==> config.mk <==
export PLATFORM = sky130hd
export DESIGN_NAME = ball_pos_ctrl
export DESIGN_NICKNAME = d
export VERILOG_FILES = /design/src/rtl/pong_pkg.sv /design/src/rtl/ball_pos_ctrl_tick_gen.sv /design/src/rtl/ball_pos_ctrl.sv
export SDC_FILE = /design/constraint.sdc
export NUM_CORES = 1
export LEC_CHECK = 0
export CAP_MARGIN = 10
export CORE_ASPECT_RATIO = 0.75
export CORE_MARGIN = 10
export CORE_UTILIZATION = 45
export CTS_BUF_LIST = sky130_fd_sc_hd__clkbuf_4
export CTS_CLUSTER_DIAMETER = 60
export DETAILED_ROUTE_END_ITERATION = 10
export PLACE_DENSITY_LB_ADDON = 0.12
export SLEW_MARGIN = 20
export SYNTH_ARGS = -nofsm -noshare
export SYNTH_HDL_FRONTEND = slang
export SYNTH_HIERARCHICAL = 1
export SYNTH_SLANG_ARGS = --single-unit
export TNS_END_PERCENT = 30
==> constraint.sdc <==
create_clock -name clk -period 4.5 [get_ports clk]
set_clock_uncertainty 0.05 [all_clocks]
set_input_delay 0.9 -clock clk [delete_from_list [all_inputs] [get_ports clk]]
set_output_delay 0.9 -clock clk [all_outputs]
set_load 0.01 [all_outputs]
==> src/rtl/pong_pkg.sv <==
// Shared types and constants for the Ping-Pong ball datapath.
// Holds the controller state enum, position width and direction codes.
package pong_pkg;

  localparam int POS_W = 8;

  localparam logic [POS_W-1:0] POS_CENTER = 8'd128;

  localparam logic DIR_LEFT  = 1'b0;
  localparam logic DIR_RIGHT = 1'b1;

  typedef enum logic [1:0] {
    IDLE,
    MOVE,
    MISS
  } state_e;

  function automatic logic [POS_W-1:0] sat_inc(
    input logic [POS_W-1:0] v
  );
    return (v == '1) ? v : v + POS_W'(1);
  endfunction

endpackage

==> src/rtl/ball_pos_ctrl_tick_gen.sv <==
// Programmable prescaler: pulses tick once every `period` enabled cycles.
// clr restarts the interval; the count freezes while en is low.
module tick_gen #(
  parameter int W = 20
) (
  input  logic         clk,
  input  logic         rst,
  input  logic         clr,
  input  logic         en,
  input  logic [W-1:0] period,
  output logic         tick
);

  logic [W-1:0] cnt_q;
  logic [W-1:0] cnt_d;

  assign tick = en && (cnt_q == period - W'(1));

  always_comb begin
    cnt_d = cnt_q;
    if (clr || tick) begin
      cnt_d = '0;
    end else if (en) begin
      cnt_d = cnt_q + W'(1);
    end
  end

  always_ff @(posedge clk) begin
    if (rst) begin
      cnt_q <= '0;
    end else begin
      cnt_q <= cnt_d;
    end
  end

endmodule

==> src/rtl/ball_pos_ctrl.sv <==
// Ball position controller: serve, step, paddle bounce and miss detection.
// Define BALL_SPEEDUP_EN to shorten the step period on every return.
module ball_pos_ctrl
  import pong_pkg::*;
#(
  parameter int               TICK_DIV   = 1000000,
  parameter logic [POS_W-1:0] LEFT_EDGE  = 8'd0,
  parameter logic [POS_W-1:0] RIGHT_EDGE = 8'd255,
  parameter int               SPEED_STEP = 62500,
  parameter int               MIN_DIV    = 250000
) (
  input  logic             clk,
  input  logic             rst,
  input  logic             serve_l,
  input  logic             serve_r,
  input  logic             hit_l,
  input  logic             hit_r,
  output logic [POS_W-1:0] ball_pos,
  output logic             ball_dir,
  output logic             moving,
  output logic             step,
  output logic             miss_l,
  output logic             miss_r,
  output logic [7:0]       rally_cnt
);

  localparam int CW = $clog2(TICK_DIV + 1);
  localparam logic [CW-1:0] PER0 = CW'(TICK_DIV);

  state_e           state_q;
  logic [POS_W-1:0] pos_q;
  logic             dir_q;
  logic             moving_q;
  logic             step_q;
  logic             miss_l_q;
  logic             miss_r_q;
  logic [7:0]       rally_q;

  logic          tick;
  logic          run;
  logic          serve;
  logic          at_r;
  logic          at_l;
  logic          ret;
  logic [CW-1:0] period;

  assign run   = (state_q == MOVE);
  assign serve = (state_q == IDLE) && (serve_l || serve_r);
  assign at_r  = tick && (dir_q == DIR_RIGHT) && (pos_q == RIGHT_EDGE);
  assign at_l  = tick && (dir_q == DIR_LEFT) && (pos_q == LEFT_EDGE);
  assign ret   = (at_r && hit_r) || (at_l && hit_l);

`ifdef BALL_SPEEDUP_EN
  logic [CW-1:0] period_q;
  logic [CW-1:0] period_d;

  always_comb begin
    period_d = period_q;
    if (serve) begin
      period_d = PER0;
    end else if (ret) begin
      if (int'(period_q) >= MIN_DIV + SPEED_STEP) begin
        period_d = CW'(int'(period_q) - SPEED_STEP);
      end else begin
        period_d = CW'(MIN_DIV);
      end
    end
  end

  always_ff @(posedge clk) begin
    if (rst) begin
      period_q <= PER0;
    end else begin
      period_q <= period_d;
    end
  end

  assign period = period_q;
`else
  assign period = PER0;
`endif

  tick_gen #(
    .W(CW)
  ) u_tick (
    .clk   (clk),
    .rst   (rst),
    .clr   (serve),
    .en    (run),
    .period(period),
    .tick  (tick)
  );

  always_ff @(posedge clk) begin
    if (rst) begin
      state_q  <= IDLE;
      pos_q    <= POS_CENTER;
      dir_q    <= DIR_RIGHT;
      moving_q <= 1'b0;
      step_q   <= 1'b0;
      miss_l_q <= 1'b0;
      miss_r_q <= 1'b0;
      rally_q  <= '0;
    end else begin
      step_q   <= 1'b0;
      miss_l_q <= 1'b0;
      miss_r_q <= 1'b0;
      unique case (state_q)
        IDLE: begin
          if (serve_l) begin
            state_q  <= MOVE;
            pos_q    <= LEFT_EDGE;
            dir_q    <= DIR_RIGHT;
            rally_q  <= '0;
            moving_q <= 1'b1;
          end else if (serve_r) begin
            state_q  <= MOVE;
            pos_q    <= RIGHT_EDGE;
            dir_q    <= DIR_LEFT;
            rally_q  <= '0;
            moving_q <= 1'b1;
          end
        end
        MOVE: begin
          if (ret) begin
            dir_q   <= ~dir_q;
            pos_q   <= at_r ? RIGHT_EDGE - POS_W'(1)
                            : LEFT_EDGE + POS_W'(1);
            rally_q <= sat_inc(rally_q);
            step_q  <= 1'b1;
          end else if (at_r || at_l) begin
            state_q  <= MISS;
            moving_q <= 1'b0;
            miss_r_q <= at_r;
            miss_l_q <= at_l;
          end else if (tick) begin
            pos_q  <= (dir_q == DIR_RIGHT) ? pos_q + POS_W'(1)
                                           : pos_q - POS_W'(1);
            step_q <= 1'b1;
          end
        end
        MISS: begin
          state_q <= IDLE;
        end
        default: begin
          state_q <= IDLE;
        end
      endcase
    end
  end

  assign ball_pos  = pos_q;
  assign ball_dir  = dir_q;
  assign moving    = moving_q;
  assign step      = step_q;
  assign miss_l    = miss_l_q;
  assign miss_r    = miss_r_q;
  assign rally_cnt = rally_q;

endmodule

# --- Yosys cells after proc, flatten, opt, wreduce, memory -nomap -nowiden ---
# Index checks and enable logic that the tools add are counted.
# W data, S select, Z words.
classes:
  n_addsub: 4
  eq_ne: 11
  mux: 30
  bitwise: 3
  n_reduce_logical: 23
op_table:
  columns: ["operator", "n"]
  rows:
  - ["$mux W8", 11]
  - ["$pmux W8 S2", 2]
  - ["$add A20 B1 Y20 const B", 1]
  - ["$eq A20 B20 Y1 const B", 1]
  - ["$add A8 B1 Y8 const B", 2]
  - ["$eq A8 B8 Y1 const B", 2]
  - ["$reduce_and A4 Y1", 3]
  - ["$mux W1", 10]
  - ["$ne A3 B3 Y1 const B", 3]
  - ["$logic_and A1 B1 Y1", 8]
  - ["$logic_not A8 Y1", 1]
  - ["$mux W2", 4]
  - ["$ne A2 B2 Y1 const B", 4]
  - ["$sub A8 B1 Y8 const B", 1]
  - ["$reduce_and A3 Y1", 2]
  - ["$logic_or A1 B1 Y1", 4]
  - ["$pmux W1 S2", 2]
  - ["$pmux W2 S2", 1]
  - ["$reduce_or A2 Y1", 2]
  - ["$reduce_or A4 Y1", 1]
  - ["$not A1 Y1", 3]
  - ["$eq A2 B1 Y1 const B", 1]
  - ["$logic_not A2 Y1", 1]
  - ["$reduce_bool A2 Y1", 1]
totals:
  reg_bits: 43
  in_bits: 6
  out_inout_bits: 21
  word_cells: 80

# --- Logic depth before layout (Yosys ltp) ---
# Gate-level depths: netlist of the first run.
logic_depth:
  word_depth: 8
  depth_mapped: 16
  ltp_nobuf: 14

# --- Modules after synthesis ---
# Netlist of the first run, hierarchy kept.
by_module_without_submodules:
  columns: ["module", "instances", "cells_each", "area_per_inst_um2", "seq_area_each_um2"]
  rows:
  - ["tick_gen", 1, 200, 1730.4, 400.4]
  - ["ball_pos_ctrl", 1, 169, 1396.3, 460.4]

# --- Least setup slack after synthesis of the first run ---
# Ideal clock, no wire load.
synth_timing:
  kind: "register to register"
  start: "register state_q[1]"
  end: "register rally_q[6], in the netlist rally_cnt[6]"
  setup_ns: 0.120
  arrival_time_ns: 3.097
  path_slack_ns: 1.233
  stages_incl_launch_ff: 17
  path_buffers: 3
  cell_sequence: "dfxtp_1 > nand2b_1 > inv_1 > clkbuf_1 > o2111ai_1 > a21oi_1 > nand2_1 > nor4_1 > and4_4 > buf_6 > and4_1 > nand4_1 > and3_4 > buf_6 > nor4_4 > mux2i_1 > nor2_1"
synth_via:
  elab_chain_len: 8
  elab_cells_between_ends: 16
synth_rtl:
  columns: ["element", "line", "rtl"]
  rows:
  - ["start, declared", "ball_pos_ctrl.sv:30", "state_e state_q;"]
  - ["start signal, assigned", "ball_pos_ctrl.sv:96", "state_q <= IDLE;"]
  - ["start signal, assigned", "ball_pos_ctrl.sv:111", "state_q <= MOVE;"]
  - ["start signal, assigned", "ball_pos_ctrl.sv:117", "state_q <= MOVE;"]
  - ["$eq A2 B1 Y1 (*)", "ball_pos_ctrl.sv:47", "assign run = (state_q == MOVE);"]
  - ["named net run", "ball_pos_ctrl.sv:40", "logic run;"]
  - ["$logic_and A1 B1 Y1 (*)", "ball_pos_ctrl_tick_gen.sv:17", "assign tick = en && (cnt_q == period - W'(1));"]
  - ["named net tick", "ball_pos_ctrl.sv:39", "logic tick;"]
  - ["$logic_and A1 B1 Y1, on equally long branches (2 in series)", "ball_pos_ctrl.sv:49, ball_pos_ctrl.sv:50", null]
  - ["$logic_and A1 B1 Y1", "ball_pos_ctrl.sv:51", "assign ret = (at_r && hit_r) || (at_l && hit_l);"]
  - ["$logic_or A1 B1 Y1 (*)", "ball_pos_ctrl.sv:51", null]
  - ["$ne A2 B2 Y1 (no source line) (*)", null, null]
  - ["$reduce_and A4 Y1 (no source line) (*)", null, null]
  - ["end signal, assigned", "ball_pos_ctrl.sv:129", "rally_q <= sat_inc(rally_q);"]
  - ["end, declared", "ball_pos_ctrl.sv:37", "logic [7:0] rally_q;"]
# The timed path passes the listed nets; every way through them passes the cells marked *.
# A chain may end at the register's enable or synchronous reset.

# --- Final worst setup path of the first run ---
layout_timing:
  start: "register state_q[0]"
  end: "register pos_q[2], in the netlist ball_pos[2]"
layout_via:
  elab_chain_len: 8
  elab_cells_between_ends: 19
layout_rtl:
  columns: ["element", "line", "rtl"]
  rows:
  - ["$eq A2 B1 Y1 (*)", "ball_pos_ctrl.sv:47", null]
  - ["named net run", "ball_pos_ctrl.sv:40", null]
  - ["$logic_and A1 B1 Y1 (*)", "ball_pos_ctrl_tick_gen.sv:17", null]
  - ["named net tick", "ball_pos_ctrl.sv:39", null]
  - ["$logic_and A1 B1 Y1, on equally long branches (2 in series)", "ball_pos_ctrl.sv:49, ball_pos_ctrl.sv:50", null]
  - ["$logic_and A1 B1 Y1", "ball_pos_ctrl.sv:51", null]
  - ["$logic_or A1 B1 Y1", "ball_pos_ctrl.sv:51", null]
  - ["$ne A3 B3 Y1 (no source line) or $mux W8 (tied branches)", null, null]
  - ["$reduce_and A4 Y1 (no source line) or $pmux W8 S2 (tied branches)", null, null]
  - ["end signal, assigned", "ball_pos_ctrl.sv:127", "pos_q <= at_r ? RIGHT_EDGE - POS_W'(1)"]
  - ["end signal, assigned", "ball_pos_ctrl.sv:137", "pos_q <= (dir_q == DIR_RIGHT) ? pos_q + POS_W'(1)"]
  - ["end, declared", "ball_pos_ctrl.sv:31", "logic [POS_W-1:0] pos_q;"]
# Marks and branches as above.

==> load_flow_metrics.sql, run 1 <==
INSERT INTO impl_metrics (metric_group, metric, value, unit) VALUES
('flow_run', 'max_cap_violations', '0', ''),
('synthesis', 'synth_top_cells_by_area', 'sky130_fd_sc_hd__dfxtp_1, sky130_fd_sc_hd__nor4_2, sky130_fd_sc_hd__xor2_1', ''),
('timing', 'fin_hold_ws', '0.447', 'ns'),
('synthesis', 'syn-instance-count', '369', ''),
('cells_and_area', 'fin_nets', '498', ''),
('worst_setup_path', 'reg2regPathDepth', '13', ''),
('outcome', 'run_status', 'complete, no violations', ''),
('synthesis', 'synth-seq-cells', '43', ''),
('global_route', 'grt.met2_usage', '0.224', ''),
('worst_setup_path', 'critPathKind', 'register to register', ''),
('clock_network', 'cts_setup_buffers', '0', ''),
('cells_and_area', 'layout-drive-gt1-share', '0.0807', ''),
('worst_setup_path', 'regToRegSetupSlack', '0.79', 'ns'),
('floorplan', 'number_of_standard_cell_rows_in_the_floorplan', '26', ''),
('power', 'power.leakage', '1.48', 'nW'),
('worst_setup_path', 'largest_fanout_on_the_critical_path', '23', ''),
('drt', 'drt-total-wl', '7.17', 'mm'),
('synthesis', 'yosys.cell_types.count', '57', ''),
('synthesis', 'synth_area_per_cell', '8.47', 'um2'),
('global_route', 'grt_pass1_wl', '12.7', 'mm'),
('cells_and_area', 'filler_cell_count', '662', ''),
('worst_setup_path', 'critPathCaptureType', 'register', ''),
('worst_setup_path', 'critical_path_required', '4.71', 'ns'),
('drt', 'drtAntennaViolNets', '0', ''),
('clock_network', 'cts-buffers-inserted', '5', ''),
('placement', 'dp.cells', '559', ''),
('floorplan', 'design.die.area', '0.0107', 'mm2'),
('cells_and_area', 'area_growth_syn_to_layout', '22.8', '%'),
('drt', 'drt-initial-drc-count', '88', ''),
('synthesis', 'yosys.cell_count.top_type', 'sky130_fd_sc_hd__dfxtp_1', ''),
('clock_network', 'ctsResizeCount', '0', ''),
('synthesis', 'post_synth_most_frequent_cells', 'sky130_fd_sc_hd__dfxtp_1, sky130_fd_sc_hd__nor2_1, sky130_fd_sc_hd__xor2_1', ''),
('synthesis', 'synth-warning-count', '6', ''),
('global_route', 'grtUsageTotal', '0.141', ''),
('global_route', 'grt_antenna_before_repair', '0', ''),
('floorplan', 'floorplan.die.width', '116', 'um'),
('min_path', 'worst_hold_path_type', 'register to register', ''),
('timing', 'slew_at_the_pin_closest_to_its_max_slew_limit', '0.987', 'ns'),
('timing', 'slew_headroom', '0.341', ''),
('drt', 'drt-vias-per-instance', '5.06', ''),
('timing', 'finalHoldViolCount', '0', ''),
('floorplan', 'die_height', '92.2', 'um'),
('min_path', 'worst_hold_path.num_cells', '2', ''),
('clock_network', 'htree_num_levels', '2', ''),
('clock_network', 'clk-insertion-delay-late', '0.35', 'ns'),
('global_route', 'grt.busiest_layer', 'met2', ''),
('timing', 'grt_setup_unrepaired', 'false', ''),
('floorplan', 'io_pins', '27', ''),
('synthesis', 'synth_edf_count', '0', ''),
('global_route', 'grt.met1_usage', '0.190', ''),
('clock_network', 'tritoncts', 'built', ''),
('worst_setup_path', 'timing.critical_path.arrival', '3.92', 'ns'),
('placement', 'gpl.final_weighted_congestion', '0.845', ''),
('power', 'powerDensity', '219', 'mW/mm2'),
('timing', 'max_freq', '0.269', 'GHz'),
('timing', 'final.setup.tns', '0', 'ns'),
('timing', 'timing.final.setup_violations', '0', ''),
('floorplan', 'core_region_area', '0.00677', 'mm2'),
('synthesis', 'most_frequently_used_flop_master_after_synthesis', 'sky130_fd_sc_hd__dfxtp_1', ''),
('drt', 'first_pass_iters', '4', ''),
('placement', 'place.detailed.hpwl', '5.62', 'mm'),
('drt', 'routed-via-count', '2871', ''),
('clock_network', 'cts_root_buffer', 'sky130_fd_sc_hd__clkbuf_4', ''),
('cells_and_area', 'finalNonFillerCells', '567', ''),
('placement', 'numPortBuffers', '26', ''),
('synthesis', 'async_flop_share', '0', ''),
('drt', 'routed_wire_length_per_instance', '12.6', 'um'),
('drt', 'drc_errors', '0', ''),
('power', 'vdd.ir_drop.worst', '0.159', 'mV'),
('synthesis', 'yosysTopAreaCell', 'sky130_fd_sc_hd__dfxtp_1', ''),
('floorplan', 'initial_core_util', '0.462', '');
## path summary, 6_finish.rpt
kind,start,to
worst max-delay path,state_q[0]$_SDFFE_PP0P_,ball_pos[2]$_SDFFE_PP0P_
worst min-delay path,moving$_SDFFE_PP0P_,moving$_SDFFE_PP0P_
worst min register to register,moving$_SDFFE_PP0P_,moving$_SDFFE_PP0P_
worst max register to register,state_q[0]$_SDFFE_PP0P_,ball_pos[2]$_SDFFE_PP0P_
## kinds of logic (layout without fill, tap and decap cells)
group | count (synthesis) | in the layout | synth area share
and+or+nand+nor | 170 | 170 | 0.356
AOI/OAI and AO/OA | 58 | 58 | 0.123
xor gates and xnor gates | 49 | 49 | 0.137
DFF | 43 | 43 | 0.275
buffers and inverters | 31 | 49 | 0.0448
adders and majority gates | 10 | 10 | 0.0424
muxes | 6 | 6 | 0.0192
other | 2 | 98 | 0.00240
## worst max-delay path, cell delays in order (launching register included)
cell and delay (ns):
sky130_fd_sc_hd__dfxtp_1 0.44, sky130_fd_sc_hd__nand2b_1 0.13, sky130_fd_sc_hd__inv_1 0.35, sky130_fd_sc_hd__o2111ai_1 0.17, sky130_fd_sc_hd__a21oi_1 0.14, sky130_fd_sc_hd__nand2_1 0.06, sky130_fd_sc_hd__nor4_1 0.27, sky130_fd_sc_hd__and4_4 0.54
sky130_fd_sc_hd__and4_1 0.30, sky130_fd_sc_hd__nand4_1 0.24, sky130_fd_sc_hd__and3_4 0.32, sky130_fd_sc_hd__a21oi_2 0.33, sky130_fd_sc_hd__nor2_1 0.07, sky130_fd_sc_hd__nor3_1 0.19
## state kept, by name, summed over array words and instances (netlist names)
register / cells
ball_dir: 1
rally_cnt: 8
miss_l: 1
u_tick/cnt_q: 20
ball_pos: 8
miss_r: 1
state_q: 2
moving: 1
step: 1
## cell usage in the layout, fill, tap and decap left out, drive strengths merged, types with 5 or more instances in the layout
cell type,n
and3,5
o21ai,9
conb,98
a21oi,21
xnor2,24
nor4,31
nand2b,7
mux2i,6
nor3,24
nand4,13
nand3,15
or3,5
xor2,25
inv,15
nor2,26
or4,5
a31oi,5
clkdlybuf4s50,25
ha,9
and4,5
dfxtp,43
nand2,18
clkbuf,5
## final cells by class
cell class	instances	area, um2	share of cell area
multi-input combinational	391	2490	0.647
clock buffer	5	37.5	0.00978
inverter	15	56.3	0.0147
sequential	43	861	0.224
timing repair buffer	26	255	0.0665
clock inverter	3	38.8	0.0101
tap	84	105	0.0274
## per-layer routing
layer / routed length, um / part of all wire
met4: 40 / 0.0056
met3: 324 / 0.045
met1: 3600 / 0.50
met2: 3200 / 0.45
met5: 0 / 0
## power breakdown
group / internal [mW] / leakage (nW) / switching (mW)
logic: 0.0792 / 1.08 / 0.111
registers: 0.393 / 0.350 / 0.0210
clock network: 0.114 / 0.0426 / 0.124
total: 0.586 / 1.48 / 0.256
## through the flow
step / power, mW / area, um2 / util / setup slack (ns)
floorplan: 0.557 / 3490 / - / 1.23
global placement: 0.606 / 3760 / 0.556 / 1.01
detailed placement: 0.609 / 3760 / 0.556 / 0.831
CTS: 0.851 / 3840 / 0.567 / 0.804
global route: 0.893 / 3840 / 0.567 / 0.398
finish: 0.843 / 3840 / 0.567 / 0.789
Power figures use the tool's default switching activity.
==> inputs of run 2 (changes only) <==
- clock period: 4.5 -> 3.04 ns (I/O delays scaled with it)
==> load_flow_metrics.sql, run 2 (same netlist as run 1, synthesis figures left out) <==
INSERT INTO impl_metrics (metric_group, metric, value, unit) VALUES
('floorplan', 'floorplan.die.width', '116', 'um'),
('global_route', 'grt_pass1_wl', '12.7', 'mm'),
('timing', 'slew_headroom', '0.557', ''),
('cells_and_area', 'multi_input_comb_area', '0.00255', 'mm2'),
('timing', 'final.min_clock_period', '2.92', 'ns'),
('cells_and_area', 'antenna_cells', '0', ''),
('power', 'powerDensity', '295', 'mW/mm2'),
('timing', 'finalMaxSlewViolations', '0', ''),
('clock_network', 'cts_num_sinks', '43', ''),
('worst_setup_path', 'critical_path_required', '3.20', 'ns'),
('worst_setup_path', 'timing.critical_path.arrival', '3.07', 'ns'),
('placement', 'place.detailed.hpwl', '5.79', 'mm'),
('floorplan', 'number_of_standard_cell_rows_in_the_floorplan', '26', ''),
('cells_and_area', 'fin_nets', '514', ''),
('global_route', 'grt_antenna_before_repair', '0', ''),
('cells_and_area', 'layout-drive-gt1-share', '0.135', ''),
('power', 'power.leakage', '1.54', 'nW'),
('floorplan', 'design.die.area', '0.0107', 'mm2'),
('placement', 'dp.cells', '571', ''),
('cells_and_area', 'layout.area.seq', '863', 'um2'),
('worst_setup_path', 'largest_fanout_on_the_critical_path', '7', ''),
('timing', 'final.setup.tns', '0', 'ns'),
('timing', 'timing.final.setup_violations', '0', ''),
('cells_and_area', 'layout_common_cells', 'sky130_fd_sc_hd__conb_1, sky130_fd_sc_hd__dfxtp_1, sky130_fd_sc_hd__nor2_1', ''),
('min_path', 'worst_hold_path_type', 'register to register', ''),
('global_route', 'grtUsageTotal', '0.142', ''),
('clock_network', 'clk-insertion-delay-late', '0.35', 'ns'),
('worst_setup_path', 'critical_path.startpoint_type', 'register', ''),
('floorplan', 'io_pins', '27', ''),
('timing', 'fin_hold_ws', '0.443', 'ns'),
('clock_network', 'tritoncts', 'built', ''),
('cells_and_area', 'finalNonFillerCells', '581', ''),
('timing', 'timing.final.crit_share', '0.960', ''),
('floorplan', 'initial_core_util', '0.462', ''),
('floorplan', 'core_region_area', '0.00677', 'mm2'),
('clock_network', 'htree_num_levels', '2', ''),
('worst_setup_path', 'critical_path.reg2reg.endpoint', 'ball_pos[4]$_SDFFE_PP0P_', ''),
('drt', 'routed_wire_length_per_instance', '12.6', 'um'),
('outcome', 'run_status', 'complete, no violations', ''),
('cells_and_area', 'largest_register', 'u_tick/cnt_q', ''),
('clock_network', 'cts.clk_slew.worst_paths', '0.12', 'ns'),
('clock_network', 'clock_tree.buffer_depth', '2', ''),
('placement', 'gpl.final_weighted_congestion', '0.826', ''),
('global_route', 'grt_max_degree', '30', ''),
('timing', 'slew_at_the_pin_closest_to_its_max_slew_limit', '0.665', 'ns'),
('drt', 'drc_errors', '0', ''),
('worst_setup_path', 'critPathCaptureType', 'register', ''),
('placement', 'numPortBuffers', '26', ''),
('timing', 'max_freq', '0.343', 'GHz'),
('drt', 'drt-initial-drc-count', '137', ''),
('clock_network', 'cts-buffers-inserted', '5', ''),
('drt', 'drt-total-wl', '7.32', 'mm'),
('timing', 'finalHoldViolCount', '0', ''),
('drt', 'first_pass_iters', '4', ''),
('worst_setup_path', 'regToRegStartpoint', 'state_q[1]$_SDFFE_PP0P_', ''),
('worst_setup_path', 'reg2regPathDepth', '13', ''),
('drt', 'drtAntennaViolNets', '0', ''),
('global_route', 'grt_pass1_vias', '2660', ''),
('global_route', 'overflow_after_grt', '0', ''),
('cells_and_area', 'filler_cell_count', '638', ''),
('cells_and_area', 'largest_reg_flops', '20', ''),
('worst_setup_path', 'regToRegSetupSlack', '0.12', 'ns'),
('power', 'vdd.ir_drop.worst', '0.316', 'mV'),
('flow_run', 'max_cap_violations', '0', ''),
('worst_setup_path', 'critPathLaunch', 'state_q[1]$_SDFFE_PP0P_', ''),
('cells_and_area', 'area_growth_syn_to_layout', '27.7', '%'),
('floorplan', 'die_height', '92.2', 'um'),
('worst_setup_path', 'endpoint', 'ball_pos[4]$_SDFFE_PP0P_', ''),
('cells_and_area', 'mostFrequentLayoutCell', 'sky130_fd_sc_hd__conb_1', ''),
('clock_network', 'cts_root_buffer', 'sky130_fd_sc_hd__clkbuf_4', ''),
('worst_setup_path', 'critPathKind', 'register to register', ''),
('drt', 'drt-vias-per-instance', '5.02', ''),
('drt', 'routed-via-count', '2919', '');
-- run 2: cell count changes in the layout (fill, tap and decap cells not counted), moves of 2 or more --
cell / change
sky130_fd_sc_hd__buf_4: +16
sky130_fd_sc_hd__a21oi_1: -3
sky130_fd_sc_hd__a21oi_2: +2
sky130_fd_sc_hd__dfxtp_1: -2
sky130_fd_sc_hd__dfxtp_2: +2
-- run 2: layout make-up --
class                   count  share of cell area
flip-flops and latches     43               0.216
clock buffers               5             0.00940
inverters                  15              0.0141
clock inverters             1             0.00188
well taps                  84              0.0263
repair buffers             42              0.0940
multi-input cells         391               0.638
-- run 2: repair_timing --
item	CTS	global route
gates resized for setup	2	11
pin swaps	0	6
endpoints found under the setup margin	4	16
hold buffers	0	0
buffers inserted	0	4
hold endpoints to repair	0	0
-- run 2: how the worst min path moves through the flow --
stage / from / end / slack (ns) / depth (start not counted)
finish: moving$_SDFFE_PP0P_ / moving$_SDFFE_PP0P_ / 0.44 / 2
global placement: moving$_SDFFE_PP0P_ / moving$_SDFFE_PP0P_ / 0.42 / 2
CTS: moving$_SDFFE_PP0P_ / moving$_SDFFE_PP0P_ / 0.45 / 2
floorplan: state_q[1]$_SDFFE_PP0P_ / state_q[0]$_SDFFE_PP0P_ / 0.42 / 1
detailed placement: moving$_SDFFE_PP0P_ / moving$_SDFFE_PP0P_ / 0.42 / 2
global route: moving$_SDFFE_PP0P_ / moving$_SDFFE_PP0P_ / 0.51 / 2
-- run 2: worst max-delay path: stages, from the launching register on --
cell and delay (ns):
sky130_fd_sc_hd__dfxtp_1 0.38, sky130_fd_sc_hd__nand2b_4 0.18, sky130_fd_sc_hd__inv_2 0.06, sky130_fd_sc_hd__o2111ai_1 0.09, sky130_fd_sc_hd__a21oi_1 0.13, sky130_fd_sc_hd__nand2_1 0.10
sky130_fd_sc_hd__nor4_2 0.31, sky130_fd_sc_hd__and4_4 0.29, sky130_fd_sc_hd__and4_4 0.24, sky130_fd_sc_hd__nand4_1 0.11, sky130_fd_sc_hd__and2_4 0.17, sky130_fd_sc_hd__a311o_2 0.47
sky130_fd_sc_hd__a21oi_1 0.14, sky130_fd_sc_hd__nor3_1 0.05
-- run 2: power breakdown --
group	switching, mW	total (mW)	internal (mW)
sequential	0.0321	0.614	0.582
combinational	0.173	0.301	0.128
clock	0.180	0.262	0.0817
total	0.385	1.18	0.791
-- run 2: metal layers --
layer	vias to the layer above	part of all wire	track usage
met3	4	0.041	0.0299
met2	46	0.45	0.218
met4	0	0.0046	0.0281
li1	1520	-	-
met5	-	0	0
met1	1349	0.51	0.199
-- run 2: stage by stage --
step / util / total power [mW] / instance area (um2) / setup WS, ns
floorplan: - / 0.829 / 3510 / 0.00804
global placement: 0.571 / 0.909 / 3860 / 0.0851
detailed placement: 0.571 / 0.911 / 3860 / 0.0195
CTS: 0.579 / 1.18 / 3920 / 0.00627
global route: 0.590 / 1.26 / 3990 / -0.00778
finish: 0.590 / 1.18 / 3990 / 0.123
==> inputs of run 3 (changes only) <==
- CORE_UTILIZATION: 45 -> 54
- CTS_CLUSTER_SIZE: unset -> 12
==> load_flow_metrics.sql, run 3 (same netlist as run 1, synthesis figures left out) <==
INSERT INTO impl_metrics (metric_group, metric, value, unit) VALUES
('worst_setup_path', 'largest_fanout_on_the_critical_path', '7', ''),
('timing', 'timing.final.setup_violations', '3', ''),
('clock_network', 'cts_hold_buffers', '0', ''),
('clock_network', 'htree_num_levels', '2', ''),
('floorplan', 'floorplan.die.width', '108', 'um'),
('clock_network', 'cts_root_buffer', 'sky130_fd_sc_hd__clkbuf_4', ''),
('worst_setup_path', 'cpMostUsedCell', 'sky130_fd_sc_hd__and4_4', ''),
('power', 'powerDensity', '299', 'mW/mm2'),
('floorplan', 'io_pins', '27', ''),
('flow_run', 'max_cap_violations', '0', ''),
('clock_network', 'cts_num_sinks', '43', ''),
('floorplan', 'die_height', '85.9', 'um'),
('global_route', 'overflow_after_grt', '0', ''),
('floorplan', 'number_of_standard_cell_rows_in_the_floorplan', '23', ''),
('timing', 'slew_headroom', '0.571', ''),
('timing', 'final.min_clock_period', '3.05', 'ns'),
('cells_and_area', 'antenna_cells', '0', ''),
('worst_setup_path', 'timing.critical_path.arrival', '3.23', 'ns'),
('outcome', 'violations', 'negative setup slack', ''),
('cells_and_area', 'fin_nets', '514', ''),
('cells_and_area', 'finalNonFillerCells', '572', ''),
('outcome', 'run_status', 'complete, but fails checks', ''),
('timing', 'fin_hold_ws', '0.442', 'ns'),
('placement', 'numPortBuffers', '26', ''),
('cells_and_area', 'area_growth_syn_to_layout', '28.8', '%'),
('clock_network', 'tritoncts', 'built', ''),
('min_path', 'worst_hold_path_type', 'register to register', ''),
('drt', 'first_pass_iters', '5', ''),
('global_route', 'grt_pass1_wl', '12.6', 'mm'),
('placement', 'dp.cells', '559', ''),
('floorplan', 'core_region_area', '0.00547', 'mm2'),
('global_route', 'grt_pass1_vias', '2681', ''),
('worst_setup_path', 'critPathCaptureType', 'register', ''),
('cells_and_area', 'largest_register', 'u_tick/cnt_q', ''),
('power', 'vdd.ir_drop.worst', '0.278', 'mV'),
('global_route', 'grt_antenna_before_repair', '0', ''),
('global_route', 'grtUsageTotal', '0.162', ''),
('cells_and_area', 'finalCoreUtilization', '0.737', ''),
('placement', 'place.detailed.hpwl', '5.68', 'mm'),
('timing', 'slew_at_the_pin_closest_to_its_max_slew_limit', '0.643', 'ns'),
('clock_network', 'cts.clk_slew.worst_paths', '0.12', 'ns'),
('clock_network', 'clk-insertion-delay-late', '0.36', 'ns'),
('worst_setup_path', 'critical_path.startpoint_type', 'register', ''),
('floorplan', 'initial_core_util', '0.572', ''),
('drt', 'routed-via-count', '2915', ''),
('global_route', 'grt_max_degree', '30', ''),
('worst_setup_path', 'max_stage_delay', '0.47', 'ns'),
('worst_setup_path', 'critPathKind', 'register to register', ''),
('cells_and_area', 'mostFrequentLayoutCell', 'sky130_fd_sc_hd__conb_1', ''),
('worst_setup_path', 'crit_path_cell_trace', 'xor2_2 > o22ai_1 > a21oi_1 > or3_1 > nor4_2 > and4_4 > and4_4 > nand4_1 > and2_4 > a311o_2 > a21oi_2 > nor3_2', ''),
('drt', 'routed_wire_length_per_instance', '13.1', 'um'),
('timing', 'timing.final.crit_share', '1.00', ''),
('power', 'power.leakage', '1.55', 'nW'),
('worst_setup_path', 'cp_slowest_cell', 'sky130_fd_sc_hd__a311o_2', ''),
('timing', 'finalHoldViolCount', '0', ''),
('timing', 'finalMaxSlewViolations', '0', ''),
('drt', 'drtAntennaViolNets', '0', ''),
('timing', 'grt_setup_unrepaired', 'true', ''),
('timing', 'final.setup.worst_slack', '-0.00881', 'ns'),
('drt', 'drt-initial-drc-count', '186', ''),
('worst_setup_path', 'critical_path_required', '3.22', 'ns'),
('drt', 'drc_errors', '0', ''),
('floorplan', 'design.die.area', '0.00927', 'mm2'),
('drt', 'drt-total-wl', '7.48', 'mm'),
('cells_and_area', 'layout-drive-gt1-share', '0.153', ''),
('power', 'power.total', '1.20', 'mW'),
('clock_network', 'cts-buffers-inserted', '5', ''),
('cells_and_area', 'layout_common_cells', 'sky130_fd_sc_hd__conb_1, sky130_fd_sc_hd__dfxtp_1, sky130_fd_sc_hd__nor2_1', ''),
('drt', 'drt-vias-per-instance', '5.10', ''),
('placement', 'gpl.final_weighted_congestion', '0.857', ''),
('cells_and_area', 'largest_reg_flops', '20', ''),
('clock_network', 'clock_tree.buffer_depth', '2', ''),
('timing', 'max_freq', '0.328', 'GHz');
==> run 3: cell types whose count changed in the layout (fill, tap and decap cells not counted), moves of 2 or more <==
cell | previous run | this run
sky130_fd_sc_hd__a21oi_1 | 17 | 14
sky130_fd_sc_hd__a21oi_2 | 3 | 6
sky130_fd_sc_hd__nor3_1 | 23 | 21
sky130_fd_sc_hd__nor3_2 | 1 | 3
==> run 3: routing by layer <==
| metal | share of wire | global-route usage | vias up |
|---|---|---|---|
| met4 | 0.014 | 0.0424 | 0 |
| met5 | 0 | 0 | - |
| met2 | 0.45 | 0.250 | 48 |
| li1 | - | - | 1534 |
| met1 | 0.49 | 0.221 | 1322 |
| met3 | 0.042 | 0.0351 | 11 |
==> run 3: worst max-delay path: cells and delay by family (launching register included) <==
family                    cells  cell delay, ns
xor gates and xnor gates      1            0.15
AOI/OAI and AO/OA             4            0.83
and+or+nand+nor               7            1.54
DFF                           1            0.35
==> run 3: worst paths after layout <==
kind	slack, ns	end	from	cells after the start
max	-0.009	ball_pos[2]$_SDFFE_PP0P_	u_tick/cnt_q[8]$_SDFFE_PP0P_	12
min	0.44	moving$_SDFFE_PP0P_	moving$_SDFFE_PP0P_	2
max reg2reg	-0.009	ball_pos[2]$_SDFFE_PP0P_	u_tick/cnt_q[8]$_SDFFE_PP0P_	12
min reg2reg	0.44	moving$_SDFFE_PP0P_	moving$_SDFFE_PP0P_	2
==> run 3: report_power, final <==
part           internal (mW)  total [mW]  switching, mW
registers              0.582       0.613         0.0315
clock network         0.0915       0.271          0.179
logic                  0.137       0.320          0.183
==> run 3: what timing repair did <==
action	in CTS	in global routing
pin swaps	3	14
buffers inserted	1	6
setup endpoints to repair	14	17
gates resized for setup	3	22
==> run 3: through the flow <==
stage                     setup TNS [ns]  cell area (um2)  worst slack, ns
after floorplan                        0             3510          0.00804
after global placement                 0             3830           0.0502
after detailed placement           -1.09             3830           -0.115
after CTS                              0             3900          0.00140
after global routing               -1.51             4030           -0.176
final                            -0.0164             4030         -0.00881
==> run 3: final cells by class <==
cell class	count	area (um2)
repair buffers	42	379
inverters	15	56.3
clock buffers	6	45.0
well taps	75	93.8
flip-flops and latches	43	865
fillers	436	1440
multi-input cells	391	2590
